[config.mk]
export PLATFORM = sky130hd
export DESIGN_NAME = kbd_disp_ctrl
export DESIGN_NICKNAME = d
export VERILOG_FILES = /design/src/rtl/kbd_pkg.sv /design/src/rtl/kbd_disp_ctrl.sv
export SDC_FILE = /design/constraint.sdc
export NUM_CORES = 1
export LEC_CHECK = 0
export ABC_CLOCK_PERIOD_IN_PS = 1900
export BUFFER_PORTS_ARGS = -buffer_cell sky130_fd_sc_hd__buf_2
export CORE_UTILIZATION = 55
export DETAILED_ROUTE_END_ITERATION = 8
export GPL_ROUTABILITY_DRIVEN = 0
export GPL_TIMING_DRIVEN = 0
export PLACE_DENSITY = 0.77
export RECOVER_POWER = 25
export REMOVE_ABC_BUFFERS = 1
export SETUP_SLACK_MARGIN = 0.4
export SLEW_MARGIN = 10
export SYNTH_ARGS = -nofsm -noshare
export SYNTH_HDL_FRONTEND = slang
export SYNTH_SLANG_ARGS = --single-unit
[constraint.sdc]
create_clock -name clk -period 1.9 [get_ports clk]
set_input_delay 0.19 -clock clk [delete_from_list [all_inputs] [get_ports clk]]
set_output_delay 0.19 -clock clk [all_outputs]
set_load 0.05 [all_outputs]
[src/rtl/kbd_pkg.sv]
// Shared types and scan-code constants for the
// PS/2 keyboard display controller.
package kbd_pkg;

  typedef enum logic [1:0] {
    IDLE    = 2'd0,
    EXT     = 2'd1,
    BRK     = 2'd2,
    EXT_BRK = 2'd3
  } state_t;

  localparam logic [7:0] CODE_EXT = 8'hE0;
  localparam logic [7:0] CODE_BRK = 8'hF0;

endpackage

[src/rtl/kbd_disp_ctrl.sv]
// Decodes PS/2 set-2 scan bytes into the held key
// shown on the seven-segment pair.
module kbd_disp_ctrl
  import kbd_pkg::*;
#(
  parameter logic [23:0] TIMEOUT = 24'd5_000_000
) (
  input  logic       clk,
  input  logic       clrn,
  input  logic       kb_valid,
  input  logic [7:0] kb_data,
  output logic       kb_ready,
  output logic [7:0] disp_code,
  output logic       disp_light,
  output logic [7:0] key_cnt,
  output logic       ext
);

  state_t      state, state_n;
  logic [23:0] tcnt, tcnt_n;
  logic        held, held_n;
  logic [7:0]  code_n, cnt_n;
  logic        ext_n;
  logic        fire;
  logic        is_ext, is_brk;
  logic        brk_flag;
  logic        same_mk;

  assign fire       = kb_valid & kb_ready;
  assign is_ext     = (kb_data == CODE_EXT);
  assign is_brk     = (kb_data == CODE_BRK);
  assign brk_flag   = (state == EXT_BRK);
  assign disp_light = held;

  // A make matches the held key when code and the
  // extension flag implied by the state both agree.
  assign same_mk = held && (kb_data == disp_code)
                   && (ext == (state == EXT));

  // Next state, timeout and display updates.
  always_comb begin
    state_n = state;
    tcnt_n  = (state == IDLE) ? 24'd0 : tcnt + 24'd1;
    held_n  = held;
    code_n  = disp_code;
    ext_n   = ext;
    cnt_n   = key_cnt;
    if (fire) begin
      tcnt_n = 24'd0;
      unique case (state)
        IDLE, EXT: begin
          unique case (1'b1)
            is_brk: state_n = (state == EXT) ? EXT_BRK : BRK;
            is_ext: state_n = EXT;
            default: begin
              state_n = IDLE;
              if (!same_mk) begin
                code_n = kb_data;
                ext_n  = (state == EXT);
                held_n = 1'b1;
                cnt_n  = key_cnt + 8'd1;
              end
            end
          endcase
        end
        BRK, EXT_BRK: begin
          state_n = IDLE;
          if (held && kb_data == disp_code
              && ext == brk_flag) begin
            held_n = 1'b0;
            ext_n  = 1'b0;
          end
        end
        default: state_n = IDLE;
      endcase
    end else if (state != IDLE
                 && tcnt == TIMEOUT - 24'd1) begin
      state_n = IDLE;
      tcnt_n  = 24'd0;
    end
  end

  // State, timeout and registered outputs.
  always_ff @(posedge clk or negedge clrn) begin
    if (!clrn) begin
      state     <= IDLE;
      tcnt      <= 24'd0;
      held      <= 1'b0;
      disp_code <= 8'h00;
      key_cnt   <= 8'h00;
      ext       <= 1'b0;
      kb_ready  <= 1'b0;
    end else begin
      state     <= state_n;
      tcnt      <= tcnt_n;
      held      <= held_n;
      disp_code <= code_n;
      key_cnt   <= cnt_n;
      ext       <= ext_n;
      kb_ready  <= ~fire;
    end
  end

endmodule
; ---- After elaboration in Yosys (flattened, before gate mapping)
; Index checks and enable logic that the tools add are counted.
[op_classes]
add_sub_neg = 2
eq_ne = 12
mux = 15
bitwise = 4
n_reduce_logical = 12
[ops]
columns = cell, n
row1 = two-way mux 24 bit, 3
row2 = adder 24 x 1 -> 24 bit (second input constant), 1
row3 = equality test 24 x 23 -> 1 bit (second input constant), 1
row4 = equality test 8 bit (second input constant), 2
row5 = adder 8 x 1 -> 8 bit (second input constant), 1
row6 = equality test 8 bit, 1
row7 = one-hot mux 2 bit (2 select lines), 2
row8 = AND reduction 4 bit, 2
row9 = two-way mux 1 bit, 6
row10 = != test 2 bit (second input constant), 3
row11 = OR reduction 2 bit, 3
row12 = equality test 2 bit (second input constant), 2
row13 = logical AND 1 bit, 4
row14 = two-way mux 2 bit, 2
row15 = one-hot mux 1 bit (2 select lines), 2
row16 = nonzero test 2 bit, 2
row17 = NOT 1 bit, 3
row18 = equality test 1 bit, 2
row19 = equality test 2 x 1 -> 1 bit (second input constant), 1
row20 = logical NOT 2 bit, 1
row21 = AND 1 bit, 1
[totals]
regBits = 45
inputBits = 11
output_inout_bits = 19
wordCells = 52

; ---- Logic depth before layout (Yosys ltp)
; Gate-level depths: netlist of the first run.
[depth]
ltp_word = 6
ltp_mapped = 7
depth_no_buf = 6

; ---- Worst setup path after synthesis of the first run
; No wires, ideal clock.
[synth_timing]
path_type = register to register
startpoint = reg kb_ready
endpoint = reg key_cnt[5]
setup_ps = 141
arrival_ps = 1885
required_ps = 1759
slack_ps = -126
stages_incl_launch_ff = 7
path_buffers = 1
synth_period_minus_slack_ps = 2026
path_cell_list = dfrtp_1 nand2_4 or3_4 a31oi_4 buf_6 nand4_1 xnor2_1
[synth_between]
elab_chain_cells = 2
[synth_lines]
columns = element, line_no
row1 = start: declaration, kbd_disp_ctrl.sv:12  ; output logic kb_ready,
row2 = start signal: assignment, kbd_disp_ctrl.sv:100  ; kb_ready <= ~fire;
row3 = AND 1 bit, kbd_disp_ctrl.sv:29  ; assign fire = kb_valid & kb_ready;
row4 = AND reduction 4 bit (no line), --
row5 = end signal: assignment, kbd_disp_ctrl.sv:98  ; key_cnt <= cnt_n;
row6 = end: declaration, kbd_disp_ctrl.sv:15  ; output logic [7:0] key_cnt,
; No other way between the ends.
; A chain may end at the register's enable or synchronous reset.

; ---- Final worst setup path of the first run
[layout_timing]
startpoint = reg tcnt[12]
endpoint = reg state[0]
[layout_between]
elab_chain_cells = 3
[layout_lines]
columns = element, line_no
row1 = start: declaration, kbd_disp_ctrl.sv:20  ; logic [23:0] tcnt, tcnt_n;
row2 = start signal: assignment, kbd_disp_ctrl.sv:95  ; tcnt <= tcnt_n;
row3 = equality test 24 x 23 -> 1 bit, kbd_disp_ctrl.sv:77  ; && tcnt == TIMEOUT - 24'd1) begin
row4 = logical AND 1 bit, kbd_disp_ctrl.sv:77
row5 = nonzero test 2 bit (no line), --
row6 = end signal: assignment, kbd_disp_ctrl.sv:94  ; state <= state_n;
row7 = end: declaration, kbd_disp_ctrl.sv:19  ; state_t state, state_n;
; No other way between the ends.

==> results of run 1 <==
==> path summary, 6_finish.rpt <==
kind / startpoint / endpoint / slack, ps / cells after the start
setup reg to reg: tcnt[12] / state[0] / 170 / 5
hold reg to reg: key_cnt[7] / key_cnt[7] / 470 / 1
max in group asynchronous: clrn / state[0] / 1080 / 1
min in group clk: kb_valid / kb_ready / 110 / 2
setup / recovery: tcnt[12] / state[0] / 170 / 5
hold / removal: clrn / disp_code[5] / 70 / 1
==> worst max-delay path: stages, from the launching register on <==
cell	delay [ps]
dfrtp_2	460
nor4_4	280
nand3_1	140
o31a_4	440
o21ai_1	170
o21ai_1	100
==> final cells by class <==
class                      count  area share
sequential                    45      0.3819
inverter                       7    0.008824
timing repair buffer          58      0.1298
clock buffer                   6     0.02773
clock inverter                 2     0.01261
multi-input combinational    150      0.4189
tap                           48     0.02017
==> sequential cells by signal, summed over array words and instances (netlist names) <==
register	count
disp_code	8
disp_light	1
ext	1
kb_ready	1
key_cnt	8
state	2
tcnt	24
==> layer usage <==
| layer | track usage | routed length (µm) | part of all wire |
|---|---|---|---|
| met5 | 0 | 0 | 0 |
| met4 | 0.05707 | 85 | 0.016 |
| met3 | 0.05729 | 223 | 0.041 |
| met2 | 0.4043 | 2922 | 0.54 |
| met1 | 0.2965 | 2228 | 0.41 |
==> cells by family after synthesis <==
kind of cell | count (synthesis)
DFF | 45
and+or+nand+nor | 83
buffers and inverters | 11
xor gates and xnor gates | 36
muxes | 9
AOI/OAI and AO/OA | 16
adders and majority gates | 2
==> power breakdown <==
part	switching (µW)	total, µW	internal, µW
registers	106	1150	1050
logic	517	746	229
clock network	332	759	428
total	955	2660	1700
==> what timing repair did <==
item                       4_1_cts  5_1_grt
hold buffers                     0        0
setup endpoints to repair       43       43
pin swaps                       12       36
setup buffers                   18       11
gates cloned                     4        0
resized for setup               22       21
==> stage by stage <==
stage               cells    util  total power (µW)  worst slack [ps]  area [µm²]
floorplan             198       -              1646            -150.9        2202
CTS                   305  0.7459              2624             210.4        2813
detailed placement    275  0.6384              1824            -189.2        2407
global route          316  0.7896              2768             118.0        2978
global placement      275  0.6384              1808            -180.3        2407
finish                316  0.7896              2658             173.7        2978
==> cell usage in the layout (no fill, tap or decap), types with 3 or more instances in the layout <==
master,n
nor4_4,3
buf_2,28
nand3_1,9
buf_6,3
clkbuf_8,6
and3_1,6
xor2_1,15
inv_1,7
dfrtp_1,36
xnor2_1,19
nand2_1,8
o21ai_4,4
o21ai_1,3
nand4_1,8
mux2_2,8
buf_4,25
dfrtp_2,9
nor2_1,25
==> metrics, run 1 <==
register area share after synthesis=0.5053; CP Class=flip-flop to flip-flop; antenna violations before repair=0; Max Cap Violations=0; Initial Utilization=0.5909; Min-Delay Path Class=input port to async pin; worst hold slack=73.95 ps; Period minus WS final=1726 ps; XOR/XNOR Fraction of Synth Area=0.1415; Worst Clk Skew=9.839 ps; crit path DAT=1900 ps; routed wire length=5.459 mm; top post-synthesis cells by area=dfrtp_1 (51%), xnor2_1 (7.9%), xor2_1 (6.3%), nor2_1 (4.5%), mux2_2 (4.0%); Post-Synth Adder-Cell Area=0.01123; synthesized flop and latch total=45; first-pass GRT wire length=7.603 mm; Critical Path Source Type=flip-flop; Antenna Nets Post-Route=0; Fill cells=213; GR Overflow Total=0; Post-synth top cells=dfrtp_1 (45), nor2_1 (27), xnor2_1 (20); Mapped Avg Cell Area=11.03 µm²; # rows=22; detailed-route wire length per cell=17.28 µm; Num CTS Buffers=5; Final Max Slew Viols=0; Worst-Skew Late Latency=310 ps; Final nets=280; WP data required=2080 ps; Sequential Area=1137 µm²; post-route clock period utilization=0.9086; drt via density=5.744; drt drc=0; Area Overhead vs Synth=33.63%; Post-DP HPWL=2.661 mm; worst-path maximum fanout=6; layout cell share with drive strength beyond 1=0.4254; final setup vio count=0; status=finished, final reports clean; clock transition at the registers of the reported paths=80 ps; Post-Syn Instances=202; CTS root buf=clkbuf_8; initial DRC count=106; yosys warns=0; Die ar.=4310 µm²; Simple-Gate Fraction of Synth Area=0.2145; core box area=3771 µm²; largest net degree at the start of global routing=46; Rel. slew slack=0.2697; via count=1,815; most area-hungry cell type in the Yosys netlist=dfrtp_1; top-count cell post-synth=dfrtp_1; Setup TNS=0 ps; crit end category=flip-flop; RSZ-0062 raised after global routing=true; area of the multi-input gates=1247 µm²; die height=65.65 µm; I/O pin count=30; Buffers on Ports=29; post-synthesis mux area share=0.04492; CTS tree=done; share of the synthesized area in the top cell type=0.5053; Pre-Repair DR Iteration Count=4; Worst-Margin Slew=1095 ps; clk sink count=45; worst-case clock buffer depth=2; Main synth FF type=dfrtp_1; maximum clock frequency=579.3 MHz; Post-synth EDFFs=0; H-tree lvl count=2; post-synthesis compound-gate area fraction=0.05896; leakage power=0.001292 µW; pwr dens=892.8 nW/µm²; ANT cells=0; synth unique cells=44; die width=65.65 µm; Tot GR Track Use=0.2357; VDD IR max=552.2 µV; vias in the first global route=1,638; async set-reset flop share out of synthesis=1.000; final hold vios=0; Mapped Area=2228 µm²; main combinational cell family by area after synthesis=simple AND/OR/NAND/NOR gates
Note: power is estimated with default switching activity, not from simulation.
==> run 2: changes to the inputs <==
--- a/config.mk
+++ b/config.mk
@@ -7,11 +7,13 @@
 export LEC_CHECK = 0
 export ABC_CLOCK_PERIOD_IN_PS = 1900
 export BUFFER_PORTS_ARGS = -buffer_cell sky130_fd_sc_hd__buf_2
-export CORE_UTILIZATION = 55
+export CELL_PAD_IN_SITES_DETAIL_PLACEMENT = 1
+export CELL_PAD_IN_SITES_GLOBAL_PLACEMENT = 1
+export CORE_UTILIZATION = 45
 export DETAILED_ROUTE_END_ITERATION = 8
 export GPL_ROUTABILITY_DRIVEN = 0
 export GPL_TIMING_DRIVEN = 0
-export PLACE_DENSITY = 0.77
+export PLACE_DENSITY_LB_ADDON = 0.1
 export RECOVER_POWER = 25
 export REMOVE_ABC_BUFFERS = 1
 export SETUP_SLACK_MARGIN = 0.4
==> metrics, run 2 (same netlist as run 1, synthesis figures left out) <==
vias in the first global route=1,895 (+16%); largest net degree at the start of global routing=46 (unchanged); largest registers=tcnt x24, disp_code x8, key_cnt x8; worst-path cell chain=xnor2_2, nand2_2, a211oi_4, a31oi_4, buf_12, mux2_2; Final Max Slew Viols=0 (unchanged); Antenna Nets Post-Route=0 (unchanged); Initial Utilization=0.4687 (-0.1222); CP Class=flip-flop to flip-flop; worst r2r src=disp_code[3]; RSZ-0062 raised after global routing=true; leakage power=0.001319 µW (+2.1%); Pre-Repair DR Iteration Count=4 (unchanged); Sw Ratio=0.3938 (+0.03466); worst-case clock buffer depth=2 (unchanged); Num CTS Buffers=5 (unchanged); Final nets=278 (-0.71%); Rel. slew slack=0.2494 (-0.02026); Tot GR Track Use=0.2328 (-0.002876); DP Area=2431 µm² (+0.99%); Int Pwr=1574 µW (-7.6%); fin util=0.6284 (-0.1612); initial DRC count=61 (-42%); Worst-Margin Slew=1126 ps (+30.40 ps); worst hold slack=73.03 ps (-0.9219 ps); leading cell types in the layout, fill and taps excluded=dfrtp_1 (43), buf_2 (28), buf_4 (24); die height=72.37 µm (+10%); post-route clock period utilization=0.9461 (+0.03749); Setup crit start=disp_code[3]; pwr dens=869.0 nW/µm² (-2.7%); Max Cap Violations=0 (unchanged); drt drc=0 (unchanged); maximum clock frequency=556.3 MHz (-4.0%); H-tree lvl count=2 (unchanged); Die ar.=5237 µm² (+22%); reg2reg path depth=6 (+1); Fill cells=522 (+150%); clock share of power=0.247 (-0.039); slowest stage cell, crit path=dfrtp_1; core box area=4755 µm² (+26%); die width=72.37 µm (+10%); final setup vio count=0 (unchanged); detailed-route wire length per cell=18.03 µm (+4.4%); status=finished, final reports clean; Buffers on Ports=29 (unchanged); GR Overflow Total=0 (unchanged); routed wire length=6.004 mm (+10%); antenna violations before repair=0 (unchanged); Switching Power=1022 µW (+7.1%); Finished Cell Area=2988 µm² (+0.34%); Top reg by flops=tcnt; Min-Delay Path Class=input port to async pin; Critical Path Source Type=flip-flop; ANT cells=0 (unchanged); I/O pin count=30 (unchanged); VDD IR max=375.0 µV (-32%); Worst-Skew Late Latency=310 ps (about the same); # rows=25 (+14%); Worst path max stage delay=440 ps (-20 ps); first-pass GRT wire length=9.190 mm (+21%); Post-DP HPWL=3.232 mm (+21%); clk sink count=45 (unchanged); clock transition at the registers of the reported paths=100 ps (+20 ps); Sequential Power Share=0.447 (+0.013); CTS root buf=clkbuf_8; Worst Clk Skew=15.61 ps (+5.775 ps); CTS tree=done; drt via density=5.372 (-6.5%); Area Overhead vs Synth=34.08%; via count=1,789 (-1.4%); most common cell after layout, fill and taps aside=dfrtp_1; crit end category=flip-flop; final hold vios=0 (unchanged); WP data required=2090 ps (about the same); Period minus WS final=1798 ps (+71.22 ps); cts-stage hold buffer count=0 (unchanged); layout cell share with drive strength beyond 1=0.4211 (-0.004321); worst-path maximum fanout=7 (+1); max reg flops=24 (unchanged); logic gate share of total power=0.306 (+0.025); crit path DAT=1990 ps (+90 ps)
## run 2: area by class of cell
| class | count | area, µm² | share of cell area |
|---|---|---|---|
| Clock inverter | 3 | 25.02 | 0.008375 |
| Multi-Input combinational cell | 149 | 1262 | 0.4225 |
| Clock buffer | 5 | 68.82 | 0.02303 |
| Sequential cell | 45 | 1129 | 0.3777 |
| Timing Repair Buffer | 57 | 392.9 | 0.1315 |
| Inverter | 7 | 26.28 | 0.008794 |
| Tap cell | 67 | 83.83 | 0.02806 |
## run 2: path summary, 6_finish.rpt
check,end,slack [ps]
hold reg to reg,key_cnt[7],480
min in group clk,kb_ready,100
max in group asynchronous,state[0],1070
hold / removal,disp_code[4],70
setup reg to reg,disp_code[3],100
setup / recovery,disp_code[3],100
## run 2: worst max-delay path: cells and delay by family, from the launching register on
| kind | cells | cell delay (ps) |
|---|---|---|
| AO/OA/AOI/OAI | 2 | 540 |
| flip-flops | 1 | 440 |
| multiplexers | 1 | 270 |
| buffers and inverters | 1 | 180 |
| XOR/XNOR | 1 | 160 |
| AND/OR/NAND/NOR | 1 | 100 |
## run 2: routing by layer
metal  global-route usage  part of all wire  vias to the layer above
met5                    0                 0                        -
met4              0.09150             0.014                        0
met3              0.04722             0.029                        8
met2               0.4112              0.55                       34
met1               0.2777              0.41                      911
li1                     -                 -                      836
## run 2: timing repair
action / CTS / global route
gates cloned: 3 / 1
setup buffers: 21 / 6
endpoints found under the setup margin: 43 / 43
resized for setup: 23 / 21
pin swaps: 28 / 15
## run 2: power groups by stage
| stage | combinational (µW) | clock [µW] | sequential (µW) |
|---|---|---|---|
| 3_5_place_dp | 667 | 0 | 1170 |
| 2_1_floorplan | 177 | 0 | 1470 |
| 6_report | 795 | 641 | 1160 |
| 4_1_cts | 720 | 652 | 1150 |
| 5_1_grt | 832 | 683 | 1170 |
| 3_3_place_gp | 651 | 0 | 1150 |
## run 2: per-stage QoR
stage	setup slack, ps	std cells	TNS [ps]	total power, µW
6_report	102.5	333	0	2597
5_1_grt	44.96	333	0	2689
4_1_cts	200.1	326	0	2518
3_5_place_dp	-253.0	294	-5496	1833
3_3_place_gp	-176.6	294	-3875	1805
2_1_floorplan	-150.9	198	-1728	1646
==> run 3: changes to the inputs <==
--- a/config.mk
+++ b/config.mk
@@ -5,11 +5,12 @@
 export SDC_FILE = /design/constraint.sdc
 export NUM_CORES = 1
 export LEC_CHECK = 0
+export ABC_AREA = 1
 export ABC_CLOCK_PERIOD_IN_PS = 1900
 export BUFFER_PORTS_ARGS = -buffer_cell sky130_fd_sc_hd__buf_2
 export CELL_PAD_IN_SITES_DETAIL_PLACEMENT = 1
 export CELL_PAD_IN_SITES_GLOBAL_PLACEMENT = 1
-export CORE_UTILIZATION = 45
+export CORE_UTILIZATION = 42
 export DETAILED_ROUTE_END_ITERATION = 8
 export GPL_ROUTABILITY_DRIVEN = 0
 export GPL_TIMING_DRIVEN = 0
==> metrics, run 3 <==
crit end category=flip-flop; Simple-Gate Fraction of Synth Area=0.3626 (+0.1481); synth unique cells=26 (-41%); Min-Delay Path Class=input port to async pin; Critical Path Source Type=flip-flop; Finished Cell Area=3371 µm² (+13%); first-pass GRT wire length=12.16 mm (+32%); Initial Utilization=0.4471 (-0.02158); Top reg by flops=tcnt; post-synthesis compound-gate area fraction=0.03919 (-0.01977); VDD IR max=495.3 µV (+32%); Mapped Area=2522 µm² (+13%); Post-Syn Instances=330 (+63%); Worst-Skew Late Latency=310 ps (about the same); main combinational cell family by area after synthesis=simple AND/OR/NAND/NOR gates; final hold vios=0 (unchanged); ANT cells=0 (unchanged); DP Area=2729 µm² (+12%); status=finished, final reports clean; Sw Ratio=0.3894 (-0.004372); leading cell types in the layout, fill and taps excluded=nand2_1 (73), inv_1 (47), dfrtp_1 (43); worst-path maximum fanout=5 (-2); Int Pwr=1530 µW (-2.8%); Mapped Avg Cell Area=7.644 µm² (-31%); Rel. slew slack=0.2130 (-0.03640); Fill cells=679 (+30%); post-route clock period utilization=0.8407 (-0.1053); Final nets=404 (+45%); top-count cell post-synth=nand2_1; register-to-register setup slack=300 ps (+200 ps); synthesized flop and latch total=45 (unchanged); share of the synthesized area in the top cell type=0.4464 (-0.05891); vias in the first global route=2,481 (+31%); Sequential Power Share=0.453 (+0.006); Post-Synth Adder-Cell Area=0.009921 (-0.001309); Buffers on Ports=29 (unchanged); worst hold slack=106.1 ps (+33.11 ps); clock share of power=0.251 (+0.004); antenna violations before repair=0 (unchanged); Worst Clk Skew=9.176 ps (-6.439 ps); Main synth FF type=dfrtp_1; Pre-Repair DR Iteration Count=4 (unchanged); die height=79.50 µm (+9.8%); RSZ-0062 raised after global routing=true; logic gate share of total power=0.297 (-0.009); Num CTS Buffers=5 (unchanged); Die ar.=6319 µm² (+21%); layout cell share with drive strength beyond 1=0.3043 (-0.1167); initial DRC count=176 (+190%); core box area=5642 µm² (+19%); worst r2r src=tcnt[0]; via count=2,486 (+39%); cts-stage hold buffer count=0 (unchanged); most common cell after layout, fill and taps aside=nand2_1; R2R Path End=tcnt[15]; yosys warns=0 (unchanged); I/O pin count=30 (unchanged); routed wire length=8.034 mm (+34%); Max Cap Violations=0 (unchanged); H-tree lvl count=2 (unchanged); most area-hungry cell type in the Yosys netlist=dfrtp_1; post-synthesis mux area share=0 (-0.04492); Post-synth EDFFs=0 (unchanged); GR Overflow Total=0 (unchanged); pwr dens=743.3 nW/µm² (-14%); drt via density=5.369 (about the same); detailed-route wire length per cell=17.35 µm (-3.8%); clk sink count=45 (unchanged); Antenna Nets Post-Route=0 (unchanged); largest net degree at the start of global routing=46 (unchanged); clock transition at the registers of the reported paths=90 ps (about the same); # rows=27 (+8.0%); Period minus WS final=1597 ps (-200.1 ps); maximum clock frequency=626.0 MHz (+13%); Final Max Slew Viols=0 (unchanged); worst-case clock buffer depth=2 (unchanged); CTS tree=done; top post-synthesis cells by area=dfrtp_1 (45%), nand2_1 (12%), inv_1 (7.1%), nor2_1 (6.1%), nand3_1 (4.8%); Switching Power=975.7 µW (-4.6%); Tot GR Track Use=0.2537 (+0.02090); WP data required=2100 ps (about the same); total power=2506 µW (-3.5%); CTS root buf=clkbuf_8; crit path DAT=1800 ps (-190 ps); Worst-Margin Slew=1180 ps (+54.60 ps); Post-synth top cells=nand2_1 (82), inv_1 (48), dfrtp_1 (45); Setup TNS=0 ps (unchanged); reg2reg path depth=9 (+3); drt drc=0 (unchanged); XOR/XNOR Fraction of Synth Area=0.05903 (-0.08247); Post-DP HPWL=4.425 mm (+37%); leakage power=0.001533 µW (+16%); CP Class=flip-flop to flip-flop; async set-reset flop share out of synthesis=1.000 (unchanged); final setup vio count=0 (unchanged); max reg flops=24 (unchanged); register area share after synthesis=0.4464 (-0.05891); Area Overhead vs Synth=33.63%; largest registers=tcnt x24, disp_code x8, key_cnt x8; die width=79.50 µm (+9.8%)
[run 3: cell types whose count changed in the layout (fill, tap and decap cells not counted), moves of 8 or more]
cell     change
nor2_1      +11
mux2_2       -8
nor3_1      +10
xnor2_1     -11
inv_1       +40
nand2_1     +68
nand3_1     +11
nand3_4      +8
nor2_4      +10
[run 3: how the worst max path moves through the flow]
| stage | slack (ps) | depth (start not counted) | end | startpoint |
|---|---|---|---|---|
| floorplan | 220 | 11 | key_cnt[4] | disp_code[1] |
| global placement | -270 | 6 | tcnt[4] | tcnt[0] |
| detailed placement | -330 | 6 | tcnt[12] | tcnt[0] |
| CTS | 330 | 10 | tcnt[19] | tcnt[0] |
| global route | 190 | 9 | tcnt[15] | tcnt[0] |
| finish | 300 | 9 | tcnt[15] | tcnt[0] |
[run 3: layout make-up]
| class | count | area [µm²] | share of cell area |
|---|---|---|---|
| timing repair buffer | 52 | 357.8 | 0.1062 |
| clock buffer | 7 | 86.33 | 0.02561 |
| multi-input combinational | 239 | 1528 | 0.4532 |
| sequential | 45 | 1129 | 0.3348 |
| inverter | 48 | 180.2 | 0.05345 |
| tap | 72 | 90.09 | 0.02673 |
[run 3: kinds of logic (layout without fill, tap and decap cells)]
| logic type | count (synthesis) | in the layout |
|---|---|---|
| AND/OR/NAND/NOR | 195 | 201 |
| AO/OA/AOI/OAI | 19 | 19 |
| XOR/XNOR | 17 | 17 |
| buffers and inverters | 52 | 107 |
| flip-flops | 45 | 45 |
| adder cells (fa/ha/maj) | 2 | 2 |
[run 3: critical path, stage by stage (launching register included)]
cell	delay, ps
dfrtp_1	420
buf_6	130
nand3_4	80
nor2_4	140
nand2_2	80
nor2_4	140
nand2_4	110
nor2_4	140
xor2_1	190
nor2_1	60
[run 3: per-stage QoR]
step / setup WS (ps) / cells / utilization
after floorplan: 216.6 / 326 / -
after global placement: -267.3 / 427 / 0.4837
after detailed placement: -333.5 / 427 / 0.4837
after CTS: 329.7 / 452 / 0.5529
after global routing: 190.7 / 463 / 0.5975
final: 302.6 / 463 / 0.5975
[run 3: power groups by stage]
stage / sequential (µW) / clock, µW / combinational (µW)
finish: 1130 / 628 / 743
global route: 1150 / 676 / 799
floorplan: 1420 / 0 / 179
detailed placement: 1150 / 0 / 627
global placement: 1150 / 0 / 618
CTS: 1130 / 635 / 662
[run 3: timing repair]
action                                  in CTS  in global routing
pin swaps                                   17                 25
setup buffers                               14                  9
endpoints found under the setup margin      42                 44
resized for setup                           26                 47
gates cloned                                 4                  2
[run 3: metal layers]
metal | up-vias | share of wire | routed length (µm) | track usage
met4 | 0 | 0.022 | 178 | 0.04545
met2 | 61 | 0.48 | 3881 | 0.4316
li1 | 1177 | - | - | -
met3 | 15 | 0.048 | 383 | 0.05943
met5 | - | 0 | 0 | 0
met1 | 1233 | 0.45 | 3590 | 0.3292
